**src/rtl/fir_mac_scheduler.sv**
```systemverilog
// Folded FIR controller: one shared 16x16 multiplier and accumulator, one tap per cycle.
// Define FIR_SAT_EN to clamp the scaled result instead of wrapping it.
module fir_mac_scheduler #(
  parameter int N_TAPS = 19,
  parameter int ACC_W  = 37,
  parameter int SHIFT  = 19
) (
  input  logic        clk,
  input  logic        reset,
  input  logic        in_valid,
  output logic        in_ready,
  input  logic [15:0] in_data,
  input  logic        flush,
  input  logic        coef_we,
  input  logic [5:0]  coef_addr,
  input  logic [15:0] coef_wdata,
  output logic        coef_err,
  output logic        busy,
  output logic        out_valid,
  input  logic        out_ready,
  output logic [15:0] out_data,
  output logic        out_sat
);

  typedef enum logic [1:0] {IDLE, MAC, DONE} state_t;

  localparam int IW = (N_TAPS > 1) ? $clog2(N_TAPS) : 1;
  localparam logic [IW-1:0] LAST_TAP = IW'(N_TAPS - 1);
  localparam logic [IW:0]   TAPS_X   = (IW + 1)'(N_TAPS);
  localparam logic [6:0]    TAPS_A   = 7'(N_TAPS);

  state_t state, next_state;
  logic [IW-1:0] wr_ptr, base, k, rd_idx;
  logic [IW:0] diff;
  logic signed [15:0] sample [N_TAPS];
  logic signed [15:0] coef [N_TAPS];
  logic signed [ACC_W-1:0] acc;
  logic signed [31:0] prod;
  logic accept, load, coef_ok;

  always_ff @(posedge clk) begin
    if (!reset) state <= IDLE;
    else        state <= next_state;
  end

  always_comb begin
    next_state = state;
    in_ready   = 1'b0;
    load       = 1'b0;
    case (state)
      IDLE: begin
        in_ready = 1'b1;
        if (in_valid) next_state = MAC;
      end
      MAC: if (k == LAST_TAP) next_state = DONE;
      DONE: begin
        if (!out_valid || out_ready) begin
          load       = 1'b1;
          next_state = IDLE;
        end
      end
      default: next_state = IDLE;
    endcase
  end

  assign busy    = (state != IDLE);
  assign accept  = in_valid && in_ready;
  assign coef_ok = coef_we && (state == IDLE) && !accept && ({1'b0, coef_addr} < TAPS_A);

  // Tap k reads the sample k positions older than the newest one, wrapping around the history.
  assign diff   = {1'b0, base} - {1'b0, k};
  assign rd_idx = (base >= k) ? diff[IW-1:0] : IW'(diff + TAPS_X);
  assign prod   = sample[rd_idx] * coef[k];

  always_ff @(posedge clk) begin
    if (!reset) begin
      wr_ptr   <= '0;
      base     <= '0;
      k        <= '0;
      acc      <= '0;
      coef_err <= 1'b0;
      for (int i = 0; i < N_TAPS; i++) begin
        sample[i] <= '0;
        coef[i]   <= '0;
      end
    end else begin
      coef_err <= coef_we && !coef_ok;
      if (coef_ok) coef[coef_addr[IW-1:0]] <= coef_wdata;
      if (accept) begin
        sample[wr_ptr] <= in_data;
        base           <= wr_ptr;
        wr_ptr         <= (wr_ptr == LAST_TAP) ? '0 : wr_ptr + 1'b1;
        acc            <= '0;
        k              <= '0;
      end else if (state == IDLE && flush) begin
        wr_ptr <= '0;
        for (int i = 0; i < N_TAPS; i++) sample[i] <= '0;
      end
      if (state == MAC) begin
        acc <= acc + {{(ACC_W - 32){prod[31]}}, prod};
        k   <= (k == LAST_TAP) ? '0 : k + 1'b1;
      end
    end
  end

`ifdef FIR_SAT_EN
  localparam logic signed [ACC_W-1:0] SAT_MAX = ACC_W'(32767);
  localparam logic signed [ACC_W-1:0] SAT_MIN = ACC_W'(-32768);
  logic signed [ACC_W-1:0] q;
  assign q = acc >>> SHIFT;
`else
  logic unused_acc_bits;
  assign unused_acc_bits = ^acc;
`endif

  // A new result may load on the same edge the consumer takes the old one.
  always_ff @(posedge clk) begin
    if (!reset) begin
      out_valid <= 1'b0;
      out_data  <= '0;
      out_sat   <= 1'b0;
    end else if (load) begin
      out_valid <= 1'b1;
`ifdef FIR_SAT_EN
      if (q > SAT_MAX) begin
        out_data <= 16'h7fff;
        out_sat  <= 1'b1;
      end else if (q < SAT_MIN) begin
        out_data <= 16'h8000;
        out_sat  <= 1'b1;
      end else begin
        out_data <= q[15:0];
        out_sat  <= 1'b0;
      end
`else
      out_data <= acc[SHIFT+15:SHIFT];
      out_sat  <= 1'b0;
`endif
    end else if (out_ready) begin
      out_valid <= 1'b0;
    end
  end

endmodule

```
**config.mk**
```make
export PLATFORM = sky130hd
export DESIGN_NAME = fir_mac_scheduler
export DESIGN_NICKNAME = d
export VERILOG_FILES = /design/src/rtl/fir_mac_scheduler.sv
export SDC_FILE = /design/constraint.sdc
export NUM_CORES = 2
export LEC_CHECK = 0
export BUFFER_PORTS_ARGS = -buffer_cell sky130_fd_sc_hd__buf_2
export CORE_ASPECT_RATIO = 1.1
export CORE_UTILIZATION = 35
export DETAILED_ROUTE_END_ITERATION = 6
export SKIP_CTS_REPAIR_TIMING = 1
export SLEW_MARGIN = 20
export SYNTH_ARGS = -nofsm -noshare
export SYNTH_HDL_FRONTEND = slang
export SYNTH_SLANG_ARGS = --single-unit
```
**constraint.sdc**
```tcl
create_clock -name clk -period 14.4 [get_ports clk]
set_clock_uncertainty 0.2 [all_clocks]
set_input_delay 0 -clock clk [delete_from_list [all_inputs] [get_ports clk]]
set_output_delay 0 -clock clk [all_outputs]
set_load 0.005 [all_outputs]
```
==> impl_metrics.toml <==
[yosys]
ys_seq_area_share_pct = 55.4
synth_flop_cell = "edfxtp_1"
synth-edff-count = 1008
yosysWarnings = 0
synth.avg_cell_area_um2 = 13.9
synth_cells = 4180
synthesis.area_um2 = 58000
synth_seq_cells = 1099
ys_types = 88
synthArstFlopShare_pct = 0

[routing]
vias = 34600
avgRoutedWirePerCell_um = 21.8
drtIter0Drc = 2863
via_per_inst = 5.08
drcViolationCount = 0
postRouteWirelength_um = 148000
antenna_left = 0
drt_first_pass_iters = 5

[setup_path]
reg2reg_to = "acc[34]$_SDFFE_PN0N_"
critPathLaunchType = "register"
worstRegToRegCells = 45
cp-end-kind = "register"
crit_type = "register to register"
arrival_ps = 13650
cp_max_fo = 30
r2r_slack_ps = 1240
slowest_stage = "nor2_4"
cp.required_ps = 14890
rr_startpoint = "k[0]$_SDFFE_PN0N_"
max_stage_delay_ps = 660

[layout]
area_growth_syn_to_layout_pct = 13.8
final_cell_mix = "edfxtp_1 (1008), nor2_1 (406), inv_1 (356)"
mostFrequentLayoutCell = "edfxtp_1"
nFillCells = 15400
layout.nets = 4933
instances_no_fill = 6801
final_layout_size_suffix_gt1_share_pct = 14.4

[global_routing]
grt_pass1_wl_um = 222000
gr-total-overflow = 0
track_usage_pct = 17.7
grt_pass1_vias = 35400
grt_max_degree = 58
antenna_found_initial = 3

[sta]
final_hold_viol_count = 1
period_needed_ps = 13160
grt_setup_unrepaired = "no"
fmax_mhz = 76.0
worstMarginPinSlew_ps = 1160
fin_crit_sh_pct = 91.4
slew_headroom_pct = 22.2
slew_violations = 0
setup_viol_count_final = 0
worst_hold_slack_ps = -23.1
fin_tns_setup_ps = 0
layout_setup_ws_ps = 1240

[floorplanning]
die_h_um = 429
core_area_um2 = 164000
ioPinCount = 65
die-area_um2 = 167000
initial_core_util_pct = 35.3
row_count = 156
dieWidth_um = 390

[worst_hold_path]
worstHoldStart = "out_ready"
holdPathStages = 5
min_to = "state[1]$_SDFFE_PN0P_"
hold_class = "primary input to register"

[clocking]
clk_path_buf_depth = 3
clkTransAtPathRegs_ps = 60
clk-insertion-delay-late_ps = 760
cts_tree = "yes"
numCtsBuffers = 113
root_buffer = "clkbuf_16"
htree_num_levels = 3
cts.sinks = 1099

[placement]
hpwlAfterDp_um = 98400
dp_slack_ps = 1260
place_congestion = 0.888
port_buffers = 63
dp_cells = 6525

[status]
violations = "hold timing"
status = "finished, violations left"

[job]
maxCapViolCount = 0
-- worst max-delay path: cells and delay by family (launching register included) --
family	cells	cell delay [ps]
flip-flops	1	410
multiplexers	1	360
buffers and inverters	8	830
XOR/XNOR	2	270
AO/OA/AOI/OAI	9	2660
adder cells (fa/ha/maj)	11	4030
AND/OR/NAND/NOR	14	4270
-- sequential cells by signal, summed over array words and instances, names as in the netlist, 2 cells and up, named ones only --
signal    count
coef        512
sample      512
acc          35
out_data     16
base          5
k             5
wr_ptr        5
state         2
-- layout make-up --
type | instances | area, um^2 | share of cell area, %
clock inverters | 59 | 771 | 1.17
flip-flops and latches | 1099 | 32100 | 48.6
multi-input cells | 2699 | 24200 | 36.7
diodes | 2 | 5.00 | 0.00758
inverters | 357 | 1340 | 2.03
well taps | 2212 | 2770 | 4.19
clock buffers | 149 | 3040 | 4.61
repair buffers | 224 | 1760 | 2.67
-- synth_stat cells (all sizes together), types with 11 or more instances --
| cell type | n | share of area [%] |
|---|---|---|
| nor3 | 11 | 0.11 |
| mux2i | 23 | 0.40 |
| inv | 357 | 2.3 |
| nand3 | 111 | 1.0 |
| nand2 | 221 | 1.5 |
| a2111o | 16 | 0.33 |
| or2 | 13 | 0.14 |
| xor2 | 21 | 0.32 |
| a22o | 18 | 0.27 |
| nor2 | 429 | 2.8 |
| a211oi | 30 | 0.41 |
| clkbuf | 161 | 1.1 |
| a21o | 37 | 0.48 |
| xnor2 | 46 | 0.69 |
| mux2 | 25 | 0.49 |
| a22oi | 46 | 0.60 |
| and2 | 357 | 3.9 |
| nor2b | 42 | 0.45 |
| o21ai | 86 | 0.74 |
| edfxtp | 1008 | 52 |
| o211a | 18 | 0.31 |
| ha | 130 | 2.8 |
| a21oi | 125 | 1.1 |
| nand2b | 15 | 0.16 |
| buf | 72 | 1.1 |
| and3 | 46 | 0.50 |
| dfxtp | 91 | 3.1 |
| fa | 265 | 9.2 |
| mux4 | 256 | 10 |
| o21a | 12 | 0.16 |
-- cell families after synthesis --
kind of cell	Yosys count	share of synthesized area, %
AO/OA/AOI/OAI	443	5.18
XOR/XNOR	69	1.09
other	1	0.00647
AND/OR/NAND/NOR	1279	11.0
buffers and inverters	590	4.46
flip-flops	1099	55.4
adder cells (fa/ha/maj)	395	12.0
multiplexers	304	11.0
-- routing by layer --
| metal | track usage, % | part of all wire (%) |
|---|---|---|
| met1 | 23.1 | 41 |
| met2 | 30.2 | 51 |
| met3 | 2.55 | 5.4 |
| met4 | 5.41 | 2.6 |
| met5 | 0 | 0.0074 |
-- worst max-delay path by stage --
| stage | start | end | cells after the start |
|---|---|---|---|
| 2_1_floorplan | k[0]$_SDFFE_PN0N_ | acc[34]$_SDFFE_PN0N_ | 42 |
| 3_3_place_gp | k[0]$_SDFFE_PN0N_ | acc[34]$_SDFFE_PN0N_ | 45 |
| 3_5_place_dp | k[0]$_SDFFE_PN0N_ | acc[34]$_SDFFE_PN0N_ | 45 |
| 4_1_cts | k[0]$_SDFFE_PN0N_ | acc[34]$_SDFFE_PN0N_ | 45 |
| 5_1_grt | k[0]$_SDFFE_PN0N_ | acc[34]$_SDFFE_PN0N_ | 43 |
| 6_report | k[0]$_SDFFE_PN0N_ | acc[34]$_SDFFE_PN0N_ | 45 |
-- per-stage QoR --
step,instance area [um^2],utilization [%]
after detailed placement,61500,37.4
after global routing,66000,40.2
after global placement,61500,37.4
after CTS,65300,39.7
final,66000,40.2
after floorplan,58800,-
Power is left out: the tool's default activity adds up to more than one toggle a clock period on the data nets, which glitch-free logic cannot reach.
